`config.mk`:
```
export PLATFORM = sky130hd
export DESIGN_NAME = hamming_distance
export DESIGN_NICKNAME = d
export VERILOG_FILES = /design/src/rtl/hamming_pkg.sv /design/src/rtl/popcount.sv /design/src/rtl/hamming_distance.sv
export SDC_FILE = /design/constraint.sdc
export NUM_CORES = 1
export LEC_CHECK = 0
export BUFFER_PORTS_ARGS = -buffer_cell sky130_fd_sc_hd__buf_2
export CAP_MARGIN = 20
export CORE_MARGIN = 4
export CORE_UTILIZATION = 41
export DETAILED_ROUTE_END_ITERATION = 12
export GPL_TIMING_DRIVEN = 0
export PLACE_DENSITY = 0.7
export SETUP_SLACK_MARGIN = 0.2
export SYNTH_ARGS = -nofsm -noshare
export SYNTH_HDL_FRONTEND = slang
export SYNTH_SLANG_ARGS = --single-unit
```
`constraint.sdc`:
```
create_clock -name clk -period 2.2 [get_ports clk]
set_clock_uncertainty 0.15 [all_clocks]
set_input_delay 0.55 -clock clk [delete_from_list [all_inputs] [get_ports clk]]
set_output_delay 0.55 -clock clk [all_outputs]
set_load 0.1 [all_outputs]
```
`src/rtl/hamming_pkg.sv`:
```
// Shared definitions for the Hamming-distance unit.
//   clog2      - ceiling log2, usable in parameter and port-width expressions
//   sat_max    - clamps a count to the largest value a DIST_W-bit field holds
//   DEFAULT_*  - default operand and distance widths
package hamming_pkg;

    localparam int DEFAULT_WIDTH  = 6;
    localparam int DEFAULT_DIST_W = 2;

    // Smallest r with 2**r >= n (clog2(1) = 0).
    function automatic int clog2(input int n);
        int r;
        r = 0;
        while ((1 << r) < n) begin
            r++;
        end
        return r;
    endfunction

    // Clamp value to 2**dist_w - 1.
    function automatic int unsigned sat_max(input int unsigned value,
                                            input int unsigned dist_w);
        int unsigned max_v;
        max_v = (32'd1 << dist_w) - 32'd1;
        return (value > max_v) ? max_v : value;
    endfunction

endpackage

```
`src/rtl/popcount.sv`:
```
// Combinational population count built as a balanced adder tree.
// The vector is split in two halves, each half is counted by a smaller
// instance of this module, and the two partial counts are added. The
// recursion ends at single bits, so the tree depth is clog2(WIDTH).
//   vec_i   [WIDTH-1:0]            vector to count
//   count_o [clog2(WIDTH+1)-1:0]   number of ones in vec_i
module popcount
    import hamming_pkg::*;
#(
    parameter int WIDTH = DEFAULT_WIDTH
) (
    input  logic [WIDTH-1:0]                vec_i,
    output logic [clog2(WIDTH+1)-1:0]       count_o
);

    localparam int CNT_W = clog2(WIDTH + 1);

    generate
        if (WIDTH == 1) begin : g_leaf
            assign count_o = vec_i;
        end else begin : g_split
            localparam int LO_W = WIDTH / 2;
            localparam int HI_W = WIDTH - LO_W;

            logic [clog2(LO_W+1)-1:0] lo_cnt;
            logic [clog2(HI_W+1)-1:0] hi_cnt;

            popcount #(.WIDTH(LO_W)) u_lo (
                .vec_i   (vec_i[LO_W-1:0]),
                .count_o (lo_cnt)
            );

            popcount #(.WIDTH(HI_W)) u_hi (
                .vec_i   (vec_i[WIDTH-1:LO_W]),
                .count_o (hi_cnt)
            );

            // CNT_W is sized for WIDTH ones, so the sum cannot overflow.
            assign count_o = CNT_W'(lo_cnt) + CNT_W'(hi_cnt);
        end
    endgenerate

endmodule

```
`src/rtl/hamming_distance.sv`:
```
// Two-stage pipelined Hamming-distance unit.
// Stage 1 registers the XOR of the operands; stage 2 counts the differing
// bits, saturates the count to DIST_W bits and registers the result.
//   clk        rising-edge clock
//   rst_n      asynchronous active-low reset
//   in_valid   binary1/binary2 are sampled on this edge
//   binary1    first operand  [WIDTH-1:0]
//   binary2    second operand [WIDTH-1:0]
//   out_valid  distance/saturated carry a new result this cycle
//   distance   saturated count of differing bits [DIST_W-1:0]
//   saturated  true count exceeded 2**DIST_W - 1
module hamming_distance
    import hamming_pkg::*;
#(
    parameter int WIDTH  = DEFAULT_WIDTH,
    parameter int DIST_W = DEFAULT_DIST_W
) (
    input  logic              clk,
    input  logic              rst_n,
    input  logic              in_valid,
    input  logic [WIDTH-1:0]  binary1,
    input  logic [WIDTH-1:0]  binary2,
    output logic              out_valid,
    output logic [DIST_W-1:0] distance,
    output logic              saturated
);

    localparam int          CNT_W    = clog2(WIDTH + 1);
    localparam int unsigned MAX_DIST = (32'd1 << DIST_W) - 32'd1;

    // Stage 1: operand difference
    logic [WIDTH-1:0] diff_d, diff_q;
    logic             s1_valid_q;

    // Stage 2: count and saturation
    logic [CNT_W-1:0]  count;
    logic [DIST_W-1:0] distance_d, distance_q;
    logic              saturated_d, saturated_q;
    logic              out_valid_q;

    assign diff_d = binary1 ^ binary2;

    // NOTE: sequential state is written with non-blocking assignments so every
    // register samples its inputs as they were before the edge.
    always_ff @(posedge clk or negedge rst_n) begin
        if (!rst_n) begin
            diff_q     <= '0;
            s1_valid_q <= 1'b0;
        end else begin
            s1_valid_q <= in_valid;
            if (in_valid) begin
                diff_q <= diff_d;
            end
        end
    end

    popcount #(.WIDTH(WIDTH)) u_popcount (
        .vec_i   (diff_q),
        .count_o (count)
    );

    always_comb begin
        // NOTE: every combinational output gets a value on every path, so no
        // latch can be inferred.
        distance_d = DIST_W'(sat_max(32'(count), unsigned'(DIST_W)));
    end

    // When the distance field can represent WIDTH, saturation is impossible.
    generate
        if (DIST_W >= CNT_W) begin : g_no_sat
            assign saturated_d = 1'b0;
        end else begin : g_sat
            assign saturated_d = (32'(count) > MAX_DIST);
        end
    endgenerate

    // Result registers update only for valid data, so bubbles leave the last
    // distance/saturated visible while out_valid is low.
    always_ff @(posedge clk or negedge rst_n) begin
        if (!rst_n) begin
            out_valid_q <= 1'b0;
            distance_q  <= '0;
            saturated_q <= 1'b0;
        end else begin
            out_valid_q <= s1_valid_q;
            if (s1_valid_q) begin
                distance_q  <= distance_d;
                saturated_q <= saturated_d;
            end
        end
    end

    assign out_valid = out_valid_q;
    assign distance  = distance_q;
    assign saturated = saturated_q;

endmodule

```
Word level (Yosys, flattened, before mapping)
Index checks and enable logic that the tools add are counted.
- flip-flop bits (word level): 11
- input bits: 15
- output and inout bits: 4
- logic and storage cells: 13
- add/subtract/negate cells: 5
- $lt $le $gt $ge: 1
- mux-type cells: 1
- bitwise gates (word level): 1
- operator list (cell ; number):
    $xor 6x6->6 ; 1
    $add 1x1->2 ; 2
    $add 1x2->2 ; 2
    $add 2x2->3 ; 1
    $gt 3x2->1 const B ; 1
    $mux 2 ; 1

Logic depth before layout (Yosys ltp)
- depth in word-level cells: 5
- depth in mapped cells: 8
- mapped depth without buffers: 8

Hierarchy
A second synthesis with hierarchy kept.
- cell total of the unflattened synthesis: 56
- area, all modules: 616.8 µm²
- modules (own cells, without submodules) (module ; instances ; cells each ; area each (µm²) ; sequential area each (µm²)):
    hamming_distance ; 1 ; 37 ; 452.9 ; 275.3
    popcount at u_popcount ; 1 ; 7 ; 51.3 ; 0.0
    popcount at u_popcount.g_split.u_hi.g_split.u_hi.g_split.u_hi ... ; 6 ; 1 ; 7.5 ; 0.0
    popcount at u_popcount.g_split.u_hi ... ; 2 ; 2 ; 21.3 ; 0.0
    popcount at u_popcount.g_split.u_hi.g_split.u_hi ... ; 2 ; 1 ; 12.5 ; 0.0

Worst setup path after synthesis
OpenSTA, ideal clock, no wires.
- path kind: register to register
- start point: register diff_q[3]
- end point: register distance_q[1], in the netlist distance[1]
- library setup time: 0.082 ns
- arrival time: 2.150 ns
- data required time: 1.968 ns
- slack: -0.182 ns
- stages on the path, launching flop included: 9
- path buffers: 0
- clock period less this slack: 2.382 ns
- cell sequence: dfrtp_1 inv_1 fa_1 fa_1 inv_1 ha_1 inv_1 fa_1 a31oi_1
- cells in the longest elaborated chain, start to end: 4
- RTL lines (what ; line ; text):
    from (decl) ; hamming_distance.sv:32 ; logic [WIDTH-1:0] diff_d, diff_q;
    from (signal assigned) ; hamming_distance.sv:52 ; diff_q <= diff_d;
    $add 1x2->2 * ; popcount.sv:39 ; assign count_o = CNT_W'(lo_cnt) + CNT_W'(hi_cnt);
    $add 2x2->3 * ; popcount.sv:39 ;
    $gt 3x2->1 ; hamming_pkg.sv:25 ; return (value > max_v) ? max_v : value;
    $mux 2 * ; hamming_pkg.sv:25 ;
    to (signal assigned) ; hamming_distance.sv:87 ; distance_q <= distance_d;
    to (decl) ; hamming_distance.sv:37 ; logic [DIST_W-1:0] distance_d, distance_q;
Every way passes the cells marked *; elsewhere a longest branch is shown, timed or not.
A chain may end at the register's enable or synchronous reset.

Final worst setup path
- start point: register diff_q[1]
- end point: register distance_q[1], in the netlist distance[1]
- cells in the longest elaborated chain, start to end: 5
- RTL lines (what ; line):
    $add 1x1->2 * ; popcount.sv:39
    $add 1x2->2 * ; popcount.sv:39
    $add 2x2->3 * ; popcount.sv:39
    $gt 3x2->1 ; hamming_pkg.sv:25
    $mux 2 * ; hamming_pkg.sv:25
Marked as above.

==> impl_metrics.toml <==
[outcome]
status = "finished, violations left"
violations = "setup timing"

[power]
power_density_nw_per_um2 = 1063
irDropWorstVdd_mv = 0.5010
power_mw = 0.7513
p_clk_share_pct = 17.9
p_sw_share_pct = 46.15
intPower_mw = 0.4046
pwr-share-comb_pct = 47.5
cellLeakagePower_nw = 0.3421
seqPwrFrac_pct = 34.6
p_switching_mw = 0.3467

[routing]
vias = 385
wl_microns = 896
final_antenna_net_count = 0
via_per_inst = 4.425
wire_per_inst_microns = 10.30
drtPass1Iterations = 1
drc = 0
drtIter0Drc = 0

[timing]
post-route-min-period_ps = 2465
relSlewSlack_pct = 67.77
worstMarginPinSlew_ps = 486.9
setup_violations = 3
fmax_ghz = 0.4057
rsz0062_at_grt = "true"
finalCritPeriodShare_pct = 112.0
setup_ws_ps = -265.1
slew_viol_final = 0
tns_ps = -654.9
hold_viol = 0

[worst_setup_path]
crit_path_frequent_cell = "fa_1"
critical_path_required_ps = 2230
path_cells = "inv_2, fa_1, fa_1, inv_1, ha_1, inv_1, fa_1, a31oi_1"
r2r_cells = 8
slowest_delay_ps = 490
crit_path_end_kind = "register"
cp_num_cells = 8
cp_slowest_cell = "fa_1"
critPathLaunchType = "register"
arrival_ps = 2500
r2r_setup_slack_ps = -270
cp_max_fo = 2
crit_family = "adder cells"
critical_path_buf_inv_count = 3
worst-setup-path-type = "register to register"

[logic_synthesis]
yosys_warnings = 0
yosysSeqAreaShare_pct = 50.23
synth.distinct_cells = 11
syn_avg_cell_area_sq_um = 11.42
syn-cell-area_sq_um = 548.0
synth_seq_cells = 11
netlist_instances = 48
synth_nets = 67

[cells_and_area]
nets = 93
finalNonFillerCells = 87
layout_commonest_cell = "buf_2"
syn_to_final_growth_pct = 29.00
mostFrequentLayoutCells = "18 x buf_2, 11 x dfrtp_1, 7 x inv_1, 6 x xnor2_1, 5 x nor2_1"
diodes = 0
layout-drive-gt1-share_pct = 45.21

[clock_tree]
clk_pin_slew_ps = 70
clock_latency_ps = 260
htree_levels = 1
cts_buffers = 3
clock-sinks = 11
cts_tree = "yes"
clockBufferDepth = 2
root_buffer = "clkbuf_4"

[place]
place_congestion = 0.7070
io_buffers = 18
dp.cells = 80
dp_hpwl_microns = 737.1

[global_route]
grt_usage_pct = 10.54
antenna_found_initial = 0
met2_usage_pct = 18.34
grt_first_pass_wirelength_mm = 1.504
met3_usage_pct = 3.659
grt_pass1_vias = 407
busiest_layer = "met2"
grtUsageMet1_pct = 11.03
grt-ovfl-total = 0
grt_max_degree = 12

[floorplanning]
die_w_microns = 44.56
die_area_sq_um = 1986
io_pins = 19
coreArea_sq_um = 1186
die_h_microns = 44.56
start_util_pct = 46.20
rows = 12

[run]
drv_cap = 0

[worst_hold_path]
worstHoldPathType = "primary input to register"
whs_path_depth = 1
==> cells by family (layout without fill, tap and decap cells) <==
group	Yosys count	in the layout	share of synthesized area [%]
DFF	11	11	50.23
AOI/OAI and AO/OA	9	9	11.41
and+or+nand+nor	9	9	7.991
buffers and inverters	9	34	7.534
xor gates and xnor gates	6	6	9.589
adders and majority gates	4	4	13.24
==> Yosys cell counts <==
| cell | count | area [sq um] |
|---|---|---|
| nor2_1 | 5 | 18.77 |
| a21oi_2 | 4 | 35.03 |
| fa_1 | 3 | 60.06 |
| inv_1 | 8 | 30.03 |
| xnor2_1 | 6 | 52.55 |
| buf_6 | 1 | 11.26 |
| nor2_2 | 4 | 25.02 |
| ha_1 | 1 | 12.51 |
| dfrtp_1 | 11 | 275.3 |
| a21oi_1 | 3 | 15.01 |
| a31oi_1 | 2 | 12.51 |
==> power groups by stage <==
stage | Clock (mW) | Combinational, mW | Sequential [mW]
2_1_floorplan | 0 | 0.110 | 0.431
3_3_place_gp | 0 | 0.338 | 0.262
3_5_place_dp | 0 | 0.353 | 0.264
4_1_cts | 0.139 | 0.363 | 0.260
5_1_grt | 0.149 | 0.383 | 0.265
6_report | 0.135 | 0.357 | 0.260
==> per-layer routing <==
layer  part of all wire (%)  up-vias
met5                      0        -
met4                    1.1        0
met3                    8.1        2
met2                     49       14
met1                     41      171
li1                       -      198
==> state kept, by name, summed over array words and instances, names as in the netlist <==
name,flops
distance,2
s1_valid_q,1
saturated,1
diff_q,6
out_valid,1
==> final timing paths <==
kind                             from          end
max                         diff_q[1]  distance[1]
min                          in_valid   s1_valid_q
max reg2reg                 diff_q[1]  distance[1]
min reg2reg                s1_valid_q    out_valid
max in group asynchronous       rst_n    diff_q[3]
min in group asynchronous       rst_n    out_valid
==> final cells by class <==
class	instances	area, sq um
plain buffers	1	11.26
clock buffers	4	26.28
fillers	113	479.2
inverters	8	30.03
multi-input cells	28	231.5
flip-flops and latches	11	275.3
well taps	14	17.52
repair buffers	21	115.1
==> metrics by stage <==
step | hold slack [ps] | setup WS (ps) | instance area, sq um | utilization [%]
final | 296.1 | -265.1 | 706.9 | 59.60
after global routing | 283.5 | -363.4 | 706.9 | 59.60
after floorplan | 104.4 | -180.1 | 548.0 | -
after CTS | 289.2 | -282.0 | 706.9 | 59.60
after detailed placement | 281.3 | -312.3 | 655.6 | 55.27
after global placement | 274.9 | -223.1 | 655.6 | 55.27
==> what timing repair did <==
action,4_1_cts,5_1_grt
hold buffers,1,0
hold endpoints to repair,11,0
buffers inserted,2,0
endpoints found under the setup margin,3,3
resized for setup,1,0
pin swaps,2,1
Power figures use the tool's default switching activity.
